==> src/rtl/control_pkg.sv <==
// Shared BN254 accelerator control types: instructions, ROM words,
// and the micro-op bundle handed to the Fp/Fp2 issue stage.
package CONTROL;

   typedef logic [6:0] operation_t;

   typedef struct packed {
      logic [3:0] end_mop_cnt;
      logic [2:0] cm;
      logic       me;
   } sub_op_t;

   typedef struct packed {
      operation_t op;
      sub_op_t    sub_op;
   } opcode_t;

   typedef struct packed {
      opcode_t    opcode;
      logic [6:0] dst;
      logic [6:0] src0;
      logic [6:0] src1;
   } instruction_t;

   typedef struct packed {
      logic [1:0] inve;
      logic [1:0] pos;
      logic [1:0] pom3;
      logic [1:0] pom2;
      logic [1:0] pom1;
      logic [3:0] pm;
      logic [2:0] cm;
      logic       offset_dst;
      logic       offset_src0;
      logic       offset_src1;
   } ctrl_sig_offset_t;

   typedef struct packed {
      logic [1:0] inve;
      logic [1:0] pos;
      logic [1:0] pom3;
      logic [1:0] pom2;
      logic [1:0] pom1;
      logic [3:0] pm;
      logic [2:0] cm;
      logic       me1;
      logic       me0;
   } ctrl_sig_t;

   typedef struct packed {
      ctrl_sig_t  csig;
      logic [8:0] dst;
      logic [8:0] src0;
      logic [8:0] src1;
   } micro_ops_t;

endpackage

==> src/rtl/mop_sequencer_if.sv <==
// Instruction, microcode ROM and micro-op handshake bundle
// around the micro-op sequencer.
interface mop_sequencer_if;
   import CONTROL::*;

   logic             inst_valid;
   logic             inst_ready;
   instruction_t     inst;
   logic             rom_en;
   logic [10:0]      rom_addr;
   ctrl_sig_offset_t rom_data;
   logic             mop_valid;
   logic             mop_ready;
   micro_ops_t       mop;
   logic             mop_last;
   logic             busy;

   modport master (
      input  inst_valid, inst, rom_data, mop_ready,
      output inst_ready, rom_en, rom_addr,
      output mop_valid, mop, mop_last, busy
   );

   modport slave (
      output inst_valid, inst, rom_data, mop_ready,
      input  inst_ready, rom_en, rom_addr,
      input  mop_valid, mop, mop_last, busy
   );
endinterface

==> src/rtl/mop_sequencer.sv <==
// Expands one accelerator instruction into end_mop_cnt+1 micro-ops
// using a synchronous microcode ROM, with valid/ready on both sides.
module mop_sequencer
   import CONTROL::*;
#(
   parameter int MOP_CNT_W  = 4,
   parameter int ROM_ADDR_W = 11
) (
   input logic            clk,
   input logic            rst,
   mop_sequencer_if.master bus
);

   typedef enum logic {IDLE, ISSUE} state_t;

   state_t                state, state_nxt;
   logic [MOP_CNT_W-1:0]  idx, idx_nxt;
   instruction_t          ir;
   logic                  adv, last, issue, rdy, accept;
   logic [ROM_ADDR_W-1:0] addr;

   logic       s1_valid, s1_last, s1_me;
   logic [2:0] s1_cm;
   logic [6:0] s1_dst, s1_src0, s1_src1;

   ctrl_sig_offset_t rd;
   micro_ops_t       mop_nxt;

   assign adv  = !bus.mop_valid | bus.mop_ready;
   assign last = idx == ir.opcode.sub_op.end_mop_cnt;

   always_comb begin
      state_nxt = state;
      idx_nxt   = idx;
      issue     = 1'b0;
      rdy       = 1'b0;
      unique case (state)
         IDLE: begin
            rdy = 1'b1;
            if (bus.inst_valid) begin
               state_nxt = ISSUE;
               idx_nxt   = '0;
            end
         end
         ISSUE: begin
            issue = adv;
            rdy   = last & adv;
            if (adv) begin
               if (!last) begin
                  idx_nxt = idx + 1'b1;
               end else begin
                  idx_nxt   = '0;
                  state_nxt = bus.inst_valid ? ISSUE : IDLE;
               end
            end
         end
         default: state_nxt = IDLE;
      endcase
   end

   always_ff @(posedge clk) begin
      if (rst) begin
         state <= IDLE;
         idx   <= '0;
      end else begin
         state <= state_nxt;
         idx   <= idx_nxt;
      end
   end

   assign accept = bus.inst_valid & rdy & !rst;
   assign addr   = rst ? '0 : {ir.opcode.op, idx};

   assign bus.inst_ready = rdy & !rst;
   assign bus.rom_en     = issue & !rst;
   assign bus.rom_addr   = addr;
   assign bus.busy       = (state == ISSUE) | s1_valid | bus.mop_valid;

   // ROM cm of zero means "use the instruction's own cm"
   always_comb begin
      rd                = bus.rom_data;
      mop_nxt           = '0;
      mop_nxt.csig.inve = rd.inve;
      mop_nxt.csig.pos  = rd.pos;
      mop_nxt.csig.pom3 = rd.pom3;
      mop_nxt.csig.pom2 = rd.pom2;
      mop_nxt.csig.pom1 = rd.pom1;
      mop_nxt.csig.pm   = rd.pm;
      mop_nxt.csig.cm   = (rd.cm != 3'd0) ? rd.cm : s1_cm;
      mop_nxt.csig.me1  = s1_me;
      mop_nxt.csig.me0  = s1_me;
      mop_nxt.dst       = {s1_dst, 1'b0, rd.offset_dst};
      mop_nxt.src0      = {s1_src0, 1'b0, rd.offset_src0};
      mop_nxt.src1      = {s1_src1, 1'b0, rd.offset_src1};
   end

   always_ff @(posedge clk) begin
      if (rst) begin
         ir            <= '0;
         s1_valid      <= 1'b0;
         s1_last       <= 1'b0;
         s1_me         <= 1'b0;
         s1_cm         <= '0;
         s1_dst        <= '0;
         s1_src0       <= '0;
         s1_src1       <= '0;
         bus.mop_valid <= 1'b0;
         bus.mop_last  <= 1'b0;
         bus.mop       <= '0;
      end else begin
         if (accept) ir <= bus.inst;
         if (adv) begin
            s1_valid      <= issue;
            bus.mop_valid <= s1_valid;
            bus.mop_last  <= s1_valid & s1_last;
            if (s1_valid) bus.mop <= mop_nxt;
            if (issue) begin
               s1_last <= last;
               s1_me   <= ir.opcode.sub_op.me;
               s1_cm   <= ir.opcode.sub_op.cm;
               s1_dst  <= ir.dst;
               s1_src0 <= ir.src0;
               s1_src1 <= ir.src1;
            end
         end
      end
   end

endmodule

==> src/flat_wrapper.sv <==
// flat-port wrapper written by rule: the top's interface ports become plain ports
module mop_sequencer_flat import CONTROL::*;
#(
   parameter int MOP_CNT_W  = 4,
   parameter int ROM_ADDR_W = 11
)
  (clk, rst, bus_inst_valid, bus_inst, bus_rom_data, bus_mop_ready, bus_inst_ready, bus_rom_en, bus_rom_addr, bus_mop_valid, bus_mop, bus_mop_last, bus_busy);
  mop_sequencer_if bus_i ();
  input logic clk;
  input logic rst;
  input wire logic [$bits(bus_i.inst_valid)-1:0] bus_inst_valid;
  input wire logic [$bits(bus_i.inst)-1:0] bus_inst;
  input wire logic [$bits(bus_i.rom_data)-1:0] bus_rom_data;
  input wire logic [$bits(bus_i.mop_ready)-1:0] bus_mop_ready;
  output wire logic [$bits(bus_i.inst_ready)-1:0] bus_inst_ready;
  output wire logic [$bits(bus_i.rom_en)-1:0] bus_rom_en;
  output wire logic [$bits(bus_i.rom_addr)-1:0] bus_rom_addr;
  output wire logic [$bits(bus_i.mop_valid)-1:0] bus_mop_valid;
  output wire logic [$bits(bus_i.mop)-1:0] bus_mop;
  output wire logic [$bits(bus_i.mop_last)-1:0] bus_mop_last;
  output wire logic [$bits(bus_i.busy)-1:0] bus_busy;
  assign bus_i.inst_valid = bus_inst_valid;
  assign bus_i.inst = bus_inst;
  assign bus_i.rom_data = bus_rom_data;
  assign bus_i.mop_ready = bus_mop_ready;
  assign bus_inst_ready = bus_i.inst_ready;
  assign bus_rom_en = bus_i.rom_en;
  assign bus_rom_addr = bus_i.rom_addr;
  assign bus_mop_valid = bus_i.mop_valid;
  assign bus_mop = bus_i.mop;
  assign bus_mop_last = bus_i.mop_last;
  assign bus_busy = bus_i.busy;
  mop_sequencer #(.MOP_CNT_W(MOP_CNT_W), .ROM_ADDR_W(ROM_ADDR_W)) u_core (.clk(clk), .rst(rst), .bus(bus_i));
endmodule
==> config.mk <==
export PLATFORM = sky130hd
export DESIGN_NAME = mop_sequencer_flat
export DESIGN_NICKNAME = d
export VERILOG_FILES = /design/src/rtl/control_pkg.sv /design/src/rtl/mop_sequencer_if.sv /design/src/rtl/mop_sequencer.sv /design/src/flat_wrapper.sv
export SDC_FILE = /design/constraint.sdc
export NUM_CORES = 1
export LEC_CHECK = 0
export BUFFER_PORTS_ARGS = -buffer_cell sky130_fd_sc_hd__buf_2
export CAP_MARGIN = 0
export CORE_MARGIN = 1
export CORE_UTILIZATION = 35
export DETAILED_ROUTE_END_ITERATION = 10
export PLACE_DENSITY = 0.63
export SYNTH_ARGS = -nofsm -noshare
export SYNTH_HDL_FRONTEND = slang
export SYNTH_SLANG_ARGS = --single-unit
==> constraint.sdc <==
create_clock -name clk -period 1.8 [get_ports clk]
set_input_delay 0.27 -clock clk [delete_from_list [all_inputs] [get_ports clk]]
set_output_delay 0.27 -clock clk [all_outputs]
set_load 0.03 [all_outputs]
Word-level counts from Yosys, hierarchy flattened
Index checks and enable logic that the tools add are counted.
{ "op_classes": {"add_sub_neg": 1, "n_eq_ne": 3, "mux": 12, "bitwise_logic": 10, "reduce_logical": 6} }
{ "ops": {"columns": ["op", "count"], "rows": [
  ["$mux W4", 3],
  ["$mux W11", 1],
  ["$pmux W4 S2", 1],
  ["$and A1 B1 Y1", 6],
  ["$reduce_and A2 Y1", 3],
  ["$add A4 B1 Y4 const B", 1],
  ["$eq A4 B4 Y1", 1],
  ["$mux W1", 4],
  ["$ne A2 B2 Y1 const B", 2],
  ["$pmux W1 S2", 2],
  ["$mux W3", 1],
  ["$or A1 B1 Y1", 3],
  ["$reduce_bool A3 Y1", 1],
  ["$logic_not A1 Y1", 2],
  ["$not A1 Y1", 1]
]} }
{ "word_totals": {"reg_bits": 112, "input_bits": 60, "out_inout_bits": 62} }

Logic depth before layout (Yosys ltp)
{ "logic_depth": {"depth_word": 6, "mapped_depth": 6, "ltp_nobuf": 4} }

Least setup slack after synthesis
OpenSTA, ideal clock, no wires.
{ "synth_timing": {"kind": "reg2reg", "startpoint": "reg u_core.idx[1]", "endpoint": "reg u_core.ir[30] in the netlist's numbering", "setup_ns": 0.121, "arrival_time_ns": 1.667, "required_ns": 1.679, "slack_ns": 0.011, "path_stages_with_launch": 7, "n_path_buf": 2, "synth_period_minus_slack_ns": 1.789, "path_cell_list": "dfxtp_1 > xor2_1 > nor4_4 > a31o_4 > buf_12 > buf_12 > mux2_4"} }
{ "synth_via": {"elab_chain_cells": 5} }
{ "synth_lines": {"columns": ["item", "line", "source"], "rows": [
  ["from (decl)", "mop_sequencer.sv:17", "logic [MOP_CNT_W-1:0] idx, idx_nxt;"],
  ["from (signal assigned)", "mop_sequencer.sv:67", "idx <= idx_nxt;"],
  ["$eq A4 B4 Y1", "mop_sequencer.sv:30", "assign last = idx == ir.opcode.sub_op.end_mop_cnt;"],
  ["$and A1 B1 Y1", "mop_sequencer.sv:47", "rdy = last & adv;"],
  ["$pmux W1 S2", "mop_sequencer.sv:37", "unique case (state)"],
  ["$and A1 B1 Y1 (2 in series)", "mop_sequencer.sv:71", "assign accept = bus.inst_valid & rdy & !rst;"],
  ["to (signal assigned)", "mop_sequencer.sv:111", "if (accept) ir <= bus.inst;"],
  ["to (decl)", "mop_sequencer.sv:18", "instruction_t ir;"]
]} }
Every way passes these cells.
A chain may end at the register's enable or synchronous reset.

Final worst setup path
{ "layout_timing": {"startpoint": "reg u_core.idx[1]", "endpoint": "out bus_inst_ready"} }
{ "layout_via": {"elab_chain_cells": 4} }
{ "layout_lines": {"columns": ["item", "line", "source"], "rows": [
  ["$eq A4 B4 Y1", "mop_sequencer.sv:30", null],
  ["$and A1 B1 Y1", "mop_sequencer.sv:47", null],
  ["$pmux W1 S2", "mop_sequencer.sv:37", null],
  ["$and A1 B1 Y1", "mop_sequencer.sv:74", "assign bus.inst_ready = rdy & !rst;"],
  ["to (decl)", "flat_wrapper.sv:15", "output wire logic [$bits(bus_i.inst_ready)-1:0] bus_inst_ready;"]
]} }
Every way passes these cells.

==> PnR_summary.wiki <==
{| class="wikitable"
! Metric !! Value
|-
| Largest family of logic cells by synthesized area || simple AND/OR/NAND/NOR gates
|-
| Number of antenna violations at the first check in global routing || 0
|-
| Hold Path Depth || 3
|-
| Hold Vio Cnt, Final || 0
|-
| Via count of the first global-routing pass || 3395
|-
| Highest attainable clock frequency || 532.8 MHz
|-
| Leakage power figure || 2.398 nW
|-
| Part of the cycle the worst path needs || 104.3%
|-
| Violated checks || negative setup slack
|-
| Commonest cells after routing, fill and taps aside || 133 x sky130_fd_sc_hd__nand2_1, 116 x sky130_fd_sc_hd__buf_2, 110 x sky130_fd_sc_hd__dfxtp_1
|-
| Top-level I/O count || 122
|-
| Number of standard cells after synthesis || 511
|-
| Net count, final || 689
|-
| Combinational power share || 16.3%
|-
| Portion of netlist area occupied by mux cells || 8.380%
|-
| Area fraction in and, or, nand and nor cells after synthesis || between 20% and 30%
|-
| Die area || about 13000 um2
|-
| Global placement routability congestion || 0.7900
|-
| Worst endpoint data arrival time || between 1500 and 2000 ps
|-
| Run status || complete, but fails checks
|-
| Area leader, netlist || sky130_fd_sc_hd__dfxtp_1
|-
| Startpoint of the lowest-slack hold path || bus_rom_data[9]
|-
| Global-route wire length before repair || 16.01 mm
|-
| Pin count of the biggest net entering global routing || 84
|-
| Tightest Pin Transition || 816.5 ps
|-
| Library cell used as clock root buffer || sky130_fd_sc_hd__clkbuf_16
|-
| Max Buffers Root-to-Sink || 2
|-
| Path class of the lowest-slack min-delay path || in -> reg
|-
| Yosys top cell area share || 50.39%
|-
| Quantity of I/O buffers inserted on ports || 118
|-
| RSZ-0062 raised after global routing || true
|-
| DIE WIDTH || 114.8 um
|-
| Compound-gate portion of the synthesized area || 9.674%
|-
| Worst hold margin || 159.5 ps
|-
| Sum Neg Setup Slack || -93.26 ps
|-
| Post-synth EDFFs || 0
|-
| Switching portion of total power || roughly a quarter
|-
| Clock Sink Count || 112
|-
| Setup WS post-layout || -76.71 ps
|-
| Max VDD drop || 0.0004270 V
|-
| GRT Util Overall || between 10% and 20%
|-
| Total number of placement rows || 40
|-
| Reg-to-reg critical path endpoint || u_core.ir[19]
|-
| Net switching power of the design || 1.420 mW
|-
| Setup slack on the worst flop-to-flop path || -10 ps
|-
| Worst rel slew slack || 45.57%
|-
| Later-pin clock latency in the skew report || 350 ps
|-
| Hold worst-path end || u_core.bus.mop[35]
|-
| Number of vias after detailed routing || 3650
|-
| Effective utilization at floorplan || 36.43%
|-
| Part of the total power dissipated in the clock network || 34.8%
|-
| Cell-internal power || 4.095 mW
|-
| Area overhead of the layout relative to synthesis || 25.96%
|-
| Sequential area share after synthesis || 50.39%
|-
| Synthesized cell area || 4449 um2
|-
| Count of warnings emitted by yosys || 0
|-
| Average cell area after synthesis || 8.707 um2
|-
| Maximum Capacitance Violations || 0
|-
| Via count normalized by instance count || 4.568
|-
| Largest cells by area after synthesis || sky130_fd_sc_hd__dfxtp_1 50%, sky130_fd_sc_hd__nand2_1 11%, sky130_fd_sc_hd__nand2b_1 8.3%, sky130_fd_sc_hd__a21oi_1 7.8%, sky130_fd_sc_hd__mux2i_1 6.5%
|-
| GRT Residual Overflow || 0
|-
| Num CTS Buffers || 9
|-
| N_diodes || 0
|-
| Commonest non-fill, non-tap cell in the layout || sky130_fd_sc_hd__nand2_1
|-
| Share of layout cells above drive strength 1 || 27.10%
|-
| Distinct cells, synth || 33
|-
| Worst Path Max Fanout || 2
|-
| Flip-flop cell with the highest count after synthesis || sky130_fd_sc_hd__dfxtp_1
|-
| Die Height || 114.8 um
|-
| Critical path required time || 1530 ps
|-
| Placeable core region || 12210 um2
|-
| Sum of net half-perimeters after detailed placement || roughly 6.7 mm
|-
| Seq pwr share || 48.9%
|-
| Number of cells on the worst reg-to-reg path || 6
|-
| Path type of the worst setup path || reg -> out
|-
| Critical path launch point || u_core.idx[1]
|-
| Xor/xnor share of the synthesized area || 0.9843%
|-
| Total Wirelength || about 10 mm
|-
| Final number of setup-violating endpoints || 3
|-
| Pre-antenna DRT Iters || 4
|-
| Fillcell total || 1259
|-
| Number of storage elements in the synthesis netlist || 112
|-
| Critical Path Start Type || flop
|-
| Clock-pin slew of the registers on the worst-case setup and hold paths || 70 ps
|-
| Layout Skew || 8.828 ps
|-
| Element type at the critical path end || output port
|-
| Critical register-to-register path startpoint || u_core.idx[1]
|-
| Initial DRC Count || between 200 and 250
|-
| Number of pins exceeding their max-slew limit in the final report || 0
|-
| DRC Markers || 0
|-
| Adder-cell share of the synthesized area || less than 1%
|-
| Number of nets still failing antenna checks after routing || 0
|-
| Post-layout min period || 1877 ps
|-
| TritonCTS clock tree || yes
|-
| Total power divided by cell area || 984.0 nW/um2
|-
| Routed wirelength normalized by instance count || 12.70 um
|-
| Overall power after layout || 5.515 mW
|-
| Number of H-tree levels || 3
|-
| Asr flop ratio synth || 0%
|}
[worst max-delay path: stages (launching register included)]
cell and delay [ps]:
sky130_fd_sc_hd__dfxtp_2 330, sky130_fd_sc_hd__xor2_1 180, sky130_fd_sc_hd__nor4_4 350, sky130_fd_sc_hd__a21oi_2 100
sky130_fd_sc_hd__nor2_1 120, sky130_fd_sc_hd__buf_4 180
[sequential cells by signal, indices dropped and copies added, names as in the netlist]
name and flops:
u_core.s1_me 1, u_core.s1_src0 7, u_core.s1_last 1, u_core.bus.mop 42, u_core.bus.mop_last 1, u_core.s1_cm 3
u_core.s1_dst 7, u_core.s1_src1 7, u_core.ir 36, u_core.bus.mop_valid 1, u_core.state 1, u_core.idx 4
u_core.s1_valid 1
[power by group through the flow]
stage / registers (mW) / logic (mW) / clock network, mW
finish: 2.70 / 0.899 / 1.92
floorplan: 2.79 / 0.539 / 0
global route: 2.72 / 0.976 / 2.08
detailed placement: 2.75 / 0.787 / 0
CTS: 2.70 / 0.822 / 1.97
global placement: 2.75 / 0.768 / 0
[Yosys cell counts (2+ instances only)]
cell type                  instances
sky130_fd_sc_hd__mux2_2            6
sky130_fd_sc_hd__nand2b_1         59
sky130_fd_sc_hd__buf_4             4
sky130_fd_sc_hd__nor2b_1          19
sky130_fd_sc_hd__buf_12            2
sky130_fd_sc_hd__a211oi_1          3
sky130_fd_sc_hd__or3_1             2
sky130_fd_sc_hd__inv_1             3
sky130_fd_sc_hd__a22o_1            2
sky130_fd_sc_hd__xor2_1            4
sky130_fd_sc_hd__a21oi_1          69
sky130_fd_sc_hd__mux2i_1          29
sky130_fd_sc_hd__clkbuf_1         29
sky130_fd_sc_hd__nor2_1           10
sky130_fd_sc_hd__dfxtp_1         112
sky130_fd_sc_hd__nand3_1           2
sky130_fd_sc_hd__nor3_1            6
sky130_fd_sc_hd__nand2_1         134
sky130_fd_sc_hd__buf_6             2
[layer usage]
layer | vias to the layer above | track usage, % | part of all wire (%)
li1 | 1882 | - | -
met1 | 1687 | 20.57 | 48
met2 | 67 | 25.05 | 47
met3 | 14 | 3.216 | 3.3
met4 | 0 | 7.013 | 1.7
met5 | - | 0 | 0
[worst max-delay path by stage]
stage                      to  slack [ps]  cells past startpoint
2_1_floorplan   u_core.ir[30]          10                      6
3_3_place_gp    u_core.ir[31]          20                      4
3_5_place_dp    u_core.ir[28]         -50                      5
4_1_cts        bus_inst_ready        -110                      5
5_1_grt        bus_inst_ready        -170                      5
6_report       bus_inst_ready         -80                      5
[cell type report]
class / count / area [um2] / area share (%)
Tap cell: 168 / 210.2 / 3.751
Multi-Input combinational cell: 360 / 2043 / 36.46
Clock buffer: 11 / 232.7 / 4.153
Sequential cell: 112 / 2245 / 40.05
Timing Repair Buffer: 142 / 817.0 / 14.58
Inverter: 3 / 11.26 / 0.2009
Clock inverter: 3 / 45.04 / 0.8038
[cells by family after synthesis]
group | after synthesis
buffers and inverters | 42
flip-flops | 112
multiplexers | 36
adder cells (fa/ha/maj) | 1
XOR/XNOR | 5
AND/OR/NAND/NOR | 236
other | 1
AO/OA/AOI/OAI | 78
[repair_timing]
| item | in CTS | in global routing |
|---|---|---|
| endpoints found under the setup margin | 33 | 37 |
| pin swaps | 3 | 4 |
| hold buffers | 0 | 0 |
| cloned | 1 | 1 |
| buffers inserted | 3 | 4 |
| resized for setup | 3 | 12 |
[metrics by stage]
stage	setup WS, ps	area [um2]	util (%)	cells
2_1_floorplan	11.44	4457	-	513
3_3_place_gp	16.98	5186	42.47	776
3_5_place_dp	-46.04	5186	42.47	776
4_1_cts	-105.9	5503	45.06	794
5_1_grt	-172.3	5604	45.89	799
6_report	-76.71	5604	45.89	799
Power figures use the tool's default switching activity.
